===== src/rtl/binary_to_7led_dec_pkg.sv =====
// rtl/binary_to_7led_dec_pkg.sv - shared seven-segment display constants
package binary_to_7led_dec_pkg;

  localparam logic [6:0] SEG_BLANK = 7'h7F;
  localparam logic [3:0] AN_OFF    = 4'hF;

  // Active-low patterns in g..a order, entry n is the glyph for hex digit n.
  localparam logic [15:0][6:0] SEG_TABLE = {
    7'b0001110,  // F
    7'b0000110,  // E
    7'b0100001,  // d
    7'b1000110,  // C
    7'b0000011,  // b
    7'b0001000,  // A
    7'b0010000,  // 9
    7'b0000000,  // 8
    7'b1111000,  // 7
    7'b0000010,  // 6
    7'b0010010,  // 5
    7'b0011001,  // 4
    7'b0110000,  // 3
    7'b0100100,  // 2
    7'b1111001,  // 1
    7'b1000000   // 0
  };

endpackage


===== src/rtl/seg7_hex_decode.sv =====
// rtl/seg7_hex_decode.sv - combinational hex nibble to active-low segment decoder
module seg7_hex_decode
  import binary_to_7led_dec_pkg::*;
(
  input  logic [3:0] nib_i,
  output logic [6:0] seg_o
);

  assign seg_o = SEG_TABLE[nib_i];

endmodule


===== src/rtl/binary_to_7led_dec.sv =====
// rtl/binary_to_7led_dec.sv - 4-digit multiplexed seven-segment scanner
module binary_to_7led_dec
  import binary_to_7led_dec_pkg::*;
#(
  parameter int REFRESH_W = 16
) (
  input  logic        clk,
  input  logic        rst_n,
  input  logic [15:0] big_bin,
  output logic [7:0]  sevenPlus,
  output logic [3:0]  AN
);

  logic [REFRESH_W-1:0] prescaler_q, prescaler_d;
  logic [1:0]           idx_q, idx_d;
  logic [3:0]           nib;
  logic [6:0]           seg;
  logic [7:0]           seven_q;
  logic [3:0]           an_q;

  // The prescaler is only an enable for the scan index; no derived clocks.
  always_comb begin
    prescaler_d = prescaler_q + 1'b1;
    idx_d       = idx_q;
    if (&prescaler_q) begin
      idx_d = idx_q + 2'd1;
    end
  end

  assign nib = big_bin[{idx_q, 2'b00} +: 4];

  seg7_hex_decode u_decode (
    .nib_i (nib),
    .seg_o (seg)
  );

  // Anode and pattern share one register stage so they always switch together.
  always_ff @(posedge clk) begin
    if (!rst_n) begin
      prescaler_q <= '0;
      idx_q       <= 2'd0;
      seven_q     <= {1'b1, SEG_BLANK};
      an_q        <= AN_OFF;
    end else begin
      prescaler_q <= prescaler_d;
      idx_q       <= idx_d;
      seven_q     <= {1'b1, seg};
      an_q        <= ~(4'b0001 << idx_q);
    end
  end

  assign sevenPlus = seven_q;
  assign AN        = an_q;

endmodule


===== config.mk =====
export PLATFORM = sky130hd
export DESIGN_NAME = binary_to_7led_dec
export DESIGN_NICKNAME = d
export VERILOG_FILES = /design/src/rtl/binary_to_7led_dec_pkg.sv /design/src/rtl/seg7_hex_decode.sv /design/src/rtl/binary_to_7led_dec.sv
export SDC_FILE = /design/constraint.sdc
export NUM_CORES = 1
export LEC_CHECK = 0
export ABC_AREA = 1
export BUFFER_PORTS_ARGS = -buffer_cell sky130_fd_sc_hd__buf_2
export CAP_MARGIN = 15
export CORE_MARGIN = 2
export CORE_UTILIZATION = 55
export CTS_CLUSTER_DIAMETER = 50
export DETAILED_ROUTE_END_ITERATION = 16
export PLACE_DENSITY = 0.8
export RECOVER_POWER = 50
export SYNTH_ARGS = -nofsm -noshare
export SYNTH_HDL_FRONTEND = slang
export SYNTH_SLANG_ARGS = --single-unit

===== constraint.sdc =====
create_clock -name clk -period 4.6 [get_ports clk]
set_clock_uncertainty 0.05 [all_clocks]
set_input_delay 0.92 -clock clk [delete_from_list [all_inputs] [get_ports clk]]
set_output_delay 0.92 -clock clk [all_outputs]
set_load 0.01 [all_outputs]

Word level (Yosys, flattened, before mapping)
Memories as Yosys holds them, arrays and structs flattened. A register that Yosys moved wholly into a read port is not among the register bits.
Cells that the tools add are included.
Widths: inputs -> output; s select.
- $add $sub $neg: 2
- $mul: 0
- divide/modulo/power cells: 0
- magnitude comparators: 0
- equal/unequal tests: 0
- shift-type cells: 2
- multiplexer cells: 0
- bitwise logic cells: 1
- reductions and logical operators: 2
- operators by type and width (cell ; count):
    $add 16x1->16 const B ; 1
    $reduce_and 16->1 ; 1
    $shiftx 16x5->4 ; 1
    $not 4->4 ; 1
    $shl 1x2->4 const A ; 1
    $add 2x1->2 const B ; 1
    $logic_not 1->1 ; 1
- register bits: 23
- bits in latches: 0
- RAM bits: 0
- memory bits (read-only): 112
- output and inout port bits: 12
- word-level logic and storage cells: 12
- memories: 1
- memories (name ; words ; bits a word ; read ports ; clocked after memory_dff ; wr ports ; RTL line ; source):
    (name not given) ; 16 ; 7 ; 1 ; 1 ; 0 ; seg7_hex_decode.sv:9 ; assign seg_o = SEG_TABLE[nib_i];

Depth between registers and ports, before layout
Gate-level depths: netlist (run 1).
- depth in word-level cells: 2
- mapped depth: 11
- depth with buffers taken out: 10

Hierarchy
A second synthesis (run 1) with hierarchy kept.
- cell total of the unflattened synthesis: 240
- area total of the unflattened synthesis: 1655.3 sq um
- modules (own cells, without submodules) (module ; instances ; cells an instance ; area each (sq um) ; sequential area each (sq um)):
    binary_to_7led_dec ; 1 ; 191 ; 1381.3 ; 580.6
    seg7_hex_decode ; 1 ; 49 ; 274.0 ; 0.0

Worst setup path before layout (run 1)
Ideal clock, no wire load.
- kind: input-to-reg
- start: input port big_bin[13]
- end: register seven_q[3] (netlist: sevenPlus[3])
- library setup time: 0.130 ns
- arrival: 1.741 ns
- data required time: 4.420 ns
- slack: 2.679 ns
- cell stages on the path: 9
- path buffers: 0
- cells stage by stage: nand2_1 -> nand3_1 -> nand2_1 -> inv_1 -> ha_1 -> nand3_1 -> nand2_1 -> nand2_1 -> nand3_1
- cells in the longest elaborated chain, start to end: 1
- ends and longest elaborated chain (what ; RTL line ; source):
    start, declared ; binary_to_7led_dec.sv:9 ; input logic [15:0] big_bin,
    $shiftx 16x5->4 ; binary_to_7led_dec.sv:30 ; assign nib = big_bin[{idx_q, 2'b00} +: 4];
    end, declared ; binary_to_7led_dec.sv:18 ; logic [7:0] seven_q;
Every way passes these cells.
A chain may end at the register's enable or synchronous reset.

==> results of run 1 <==
area by class of cell:
| type | count | share of cell area (%) |
|---|---|---|
| timing repair buffer | 28 | 7.65 |
| multi-input combinational | 174 | 49.2 |
| tap | 31 | 2.14 |
| clock inverter | 1 | 0.276 |
| sequential | 29 | 32.0 |
| inverter | 23 | 5.17 |
| clock buffer | 7 | 3.58 |
metrics by stage:
step,cell area (um2),instances
4_1_cts,1820,293
6_report,1820,293
3_5_place_dp,1750,285
2_1_floorplan,1600,231
3_3_place_gp,1750,285
5_1_grt,1820,293
worst max-delay path, cell delays in order:
cell      delay, ps
clkbuf_1        590
inv_1           400
a21oi_1         210
o21a_1          130
synth_stat cells (2+ instances only):
library cell	instances
nand2_1	69
dfxtp_1	29
nor2_1	29
nand3_1	28
inv_1	19
a21oi_1	11
ha_1	11
o21ai_0	6
nand2_2	3
nand4_1	3
nor2_2	3
buf_2	2
inv_2	2
nand2_4	2
nand3_4	2
final timing paths:
path,endpoint,start,cells past startpoint,slack [ps]
setup / recovery,prescaler_q[4],rst_n,4,2560
hold / removal,prescaler_q[0],prescaler_q[0],1,430
setup reg to reg,sevenPlus[3],idx_q[0],10,2700
hold reg to reg,prescaler_q[0],prescaler_q[0],1,430
cells in the final DEF (no fill, tap or decap), drive strengths merged, types with 3 or more instances in the layout:
master,instances
a21oi,11
buf,27
clkbuf,8
dfxtp,29
ha,11
inv,23
nand2,74
nand3,31
nand4,3
nor2,32
o21ai,6
cells by family (layout without fill, tap and decap cells):
group / Yosys count / count (layout) / share of synthesized area (%)
xor+xnor: 1 / 1 / 0.547
flops: 29 / 29 / 36.3
buf+inv: 28 / 59 / 7.90
simple gates: 142 / 142 / 40.2
fa+ha+maj: 11 / 11 / 8.60
compound gates: 19 / 19 / 6.26
other cells: 1 / 1 / 0.234
flip-flops by register name, summed over array words and instances (netlist names):
signal and cells:
idx_q 2, prescaler_q 16, AN 4, sevenPlus 7
power groups by stage:
stage | combinational [uW] | clock (uW) | sequential, uW
finish | 51.4 | 174 | 262
global route | 58.7 | 197 | 262
CTS | 51.7 | 179 | 262
detailed placement | 51.5 | 0 | 267
global placement | 50.2 | 0 | 268
floorplan | 31.2 | 0 | 270
metal layers:
| metal | global-route usage, % | share of wire [%] | up-vias |
|---|---|---|---|
| li1 | - | - | 795 |
| met1 | 25.2 | 47 | 611 |
| met2 | 32.6 | 45 | 38 |
| met3 | 6.03 | 5.1 | 9 |
| met4 | 10.6 | 3.0 | 0 |
| met5 | 0 | 0 | - |
==> reports/metrics.yaml, run 1 <==
clock_tree:
  cts_buffers: 5
  clk_path_buf_depth: 2
  clk-insertion-delay-late_ps: 320
  hold_buffers: 0
  ctsResizeCount: 0
  clockRootBuffer: "clkbuf_4"
  clkTransAtPathRegs_ps: 90
  postCtsSetupBuffers: 0
  ctsHtreeMaxLevel: 2
  tritoncts: "built"
  cts_sinks: 29
routing:
  dr.first_iter.drc_count: 52
  drcViolationCount: 0
  viasPerCell: 4.96
  routedWlPerCell_um: 10.5
  ant_nets: 0
  wirelength_um: 3080
  vias: 1453
  first_pass_iters: 4
pwr:
  switchingPower_uw: 119
  clockPowerShare_pct: 35.7
  pwr-share-comb_pct: 10.6
  fin_total_pwr_uw: 487
  ir_drop_v: 0.000215
  power.density_nw_per_um2: 268
  intPower_uw: 368
  leakagePower_uw: 0.000795
  swShare_pct: 24.5
  seq_power_share_pct: 53.7
final_layout:
  num-fill-cells: 255
  final_nets: 290
  area_growth_pct: 13.4
  multi_input_area_um2: 893
  diodes: 0
  final_util_pct: 65.8
  layout-drive-gt1-share_pct: 19.1
  seq_area_um2: 581
sta:
  timing.final.ws_setup_ps: 2560
  tns_ps: 0
  fin_hold_ws_ps: 427
  clock.fmax_ghz: 0.491
  setup_viol: 0
  worst_slew_margin_rel_pct: 46.6
  post-route-period-util_pct: 44.3
  period_minus_slack_ps: 2040
  grt_setup_unrepaired: "false"
  slew_viol_final: 0
  finalHoldViolations: 0
  worst_pin_slew_ps: 801
grt:
  gr-total-overflow: 0
  grt_pass1_wl_um: 5270
  grt_pass1_vias: 1260
  antenna_found_initial: 0
  grtUsageTotal_pct: 20.5
  grt_start_max_net_pins: 19
synthesis:
  synthArstFlopShare_pct: 0
  synthDominantCellAreaShare_pct: 36.3
  ys.flop_type: "dfxtp_1"
  syn_nets: 260
  syn_area_um2: 1600
  synth_seq_cells: 29
  ys_warn_count: 0
  synthTopCellsByArea: "dfxtp_1, nand2_1, nand3_1, ha_1, nor2_1"
  synth_top_cell_by_area: "dfxtp_1"
  syn_inst: 231
  synth_edf_count: 0
  yosysUniqueCellTypes: 27
  synth_seq_area_share_pct: 36.3
  avgSynthCellArea_um2: 6.93
outcome:
  status: "finished, final reports clean"
die:
  die-area_um2: 3360
  die_y_um: 57.9
  core_region_area_um2: 2760
  initial_utilization_pct: 58.0
  rows: 19
  io_pins: 30
  die_w_um: 57.9
setup_path:
  critical_path_class: "input pin to register"
  arrival_ps: 2250
  cp_max_fo: 18
  cp-end-kind: "register"
  critical_path.startpoint_type: "input pin"
  worstPathRequired_ps: 4820
placement:
  portBuffers: 28
  hpwl_um: 2350
  dp_slack_ps: 2440
  place_congestion: 0.817
worst_hold_path:
  hold_path_class: "register to register"
run:
  maxCapViolations: 0
(Power assumes the default switching activity.)
==> run 2, diff against run 1 <==
Settings changed: CORE_UTILIZATION 55 to 49, PLACE_DENSITY 0.8 to 0.76.
Clock period 4.6 ns to 1.85 ns, I/O delays scaled along.
==> reports/metrics.yaml, run 2 (same netlist as run 1, synthesis figures left out) <==
outcome:
  status: "finished, final reports clean"
routing:
  routedWlPerCell_um: 10.2
  wirelength_um: 3140
  first_pass_iters: 4
  ant_nets: 0
  drcViolationCount: 0
  vias: 1463
  viasPerCell: 4.73
  dr.first_iter.drc_count: 96
setup_path:
  r2r_cells: 10
  worstReg2RegEnd: "sevenPlus[3]"
  cp-end-kind: "register"
  critical_path.startpoint_type: "register"
  worstPathRequired_ps: 2030
  worst-r2r-setup-slack_ps: 220
  arrival_ps: 1810
  crit_start: "idx_q[0]"
  critical_path_class: "register to register"
  cp_max_fo: 11
  worstReg2RegStart: "idx_q[0]"
die:
  die-area_um2: 3740
  initial_utilization_pct: 52.0
  core_region_area_um2: 3080
  die_y_um: 61.1
  die_w_um: 61.1
  rows: 20
  io_pins: 30
clock_tree:
  clk_path_buf_depth: 2
  clk-insertion-delay-late_ps: 330
  postCtsSetupBuffers: 0
  ctsHtreeMaxLevel: 2
  hold_buffers: 0
  cts_buffers: 5
  tritoncts: "built"
  clockRootBuffer: "clkbuf_4"
  clkTransAtPathRegs_ps: 100
  cts_sinks: 29
worst_hold_path:
  hold-path-endpoint: "AN[2]"
  hold_depth: 3
  worstHoldStart: "rst_n"
  hold_path_class: "input pin to register"
placement:
  hpwl_um: 2390
  portBuffers: 28
  dp_slack_ps: 78.4
  place_congestion: 0.877
grt:
  gr-max-usage-layer: "met2"
  antenna_found_initial: 0
  gr-total-overflow: 0
  grtUsageMet2_pct: 30.9
  grt_start_max_net_pins: 18
  grt_pass1_wl_um: 5420
  grt_util_met1_pct: 25.1
  grt_use_met3_pct: 5.25
  grtUsageTotal_pct: 19.7
  grt_pass1_vias: 1317
final_layout:
  area_growth_pct: 15.6
  layout-drive-gt1-share_pct: 15.5
  mostFrequentLayoutCells: "nand2_1, nor2_1, dfxtp_1, nand3_1, inv_1"
  multi_input_area_um2: 888
  diodes: 0
  mostFrequentLayoutCell: "nand2_1"
  top_register: "prescaler_q"
  final_nets: 293
  num-fill-cells: 320
  seq_area_um2: 582
  largest_reg_flops: 16
sta:
  clock.fmax_ghz: 0.613
  tns_ps: 0
  timing.final.ws_setup_ps: 217
  setup_viol: 0
  period_minus_slack_ps: 1630
  post-route-period-util_pct: 88.3
  slew_viol_final: 0
  finalHoldViolations: 0
pwr:
  power.density_nw_per_um2: 717
  ir_drop_v: 0.000356
  leakagePower_uw: 0.000794
run:
  maxCapViolations: 0
## run 2: cell count changes in the layout (fill, tap and decap cells not counted), sizes merged
cell    change
bufinv      +1
clkbuf     +10
buf         -7
clkinv      -1
## run 2: final cells by class
cell class | count | area share, %
sequential | 29 | 31.4
timing repair buffer | 31 | 7.91
inverter | 23 | 5.07
clock buffer | 7 | 2.97
tap | 44 | 2.97
multi-input combinational | 174 | 48.0
clock inverter | 1 | 1.62
## run 2: how the worst max path moves through the flow
stage / to / depth (start not counted)
floorplan: sevenPlus[3] / 11
global placement: sevenPlus[3] / 10
detailed placement: sevenPlus[3] / 10
CTS: sevenPlus[3] / 10
global route: sevenPlus[3] / 10
finish: sevenPlus[3] / 10
## run 2: per-layer routing
| metal | part of all wire [%] | vias up |
|---|---|---|
| li1 | - | 796 |
| met1 | 49 | 628 |
| met2 | 46 | 34 |
| met3 | 3.9 | 5 |
| met4 | 1.9 | 0 |
| met5 | 0 | - |
## run 2: critical path, cell delays in order, from the launching register on
cell,delay (ps)
dfxtp_2,440
inv_6,70
nand2_1,60
nand3_1,60
nand2_1,190
inv_1,120
ha_1,220
nand3_1,140
nand2_1,70
nand2_1,50
nand3_1,50
## run 2: repair_timing
item	4_1_cts	5_1_grt
setup endpoints to repair	0	4
endpoints found under the hold margin	0	0
gates resized for setup	0	1
## run 2: power breakdown
part	switching, uW	internal, uW
clock network	227	323
logic	76.3	50.3
registers	7.55	643
total	310	1020
## run 2: stage by stage
stage / instances / hold slack [ps] / instance area [um2] / util, % / power [uW]
floorplan: 231 / 380 / 1600 / - / 750
global placement: 301 / 397 / 1790 / 58.0 / 794
detailed placement: 301 / 404 / 1790 / 58.0 / 795
CTS: 309 / 380 / 1870 / 60.8 / 1340
global route: 309 / 369 / 1850 / 60.1 / 1390
finish: 309 / 370 / 1850 / 60.1 / 1330
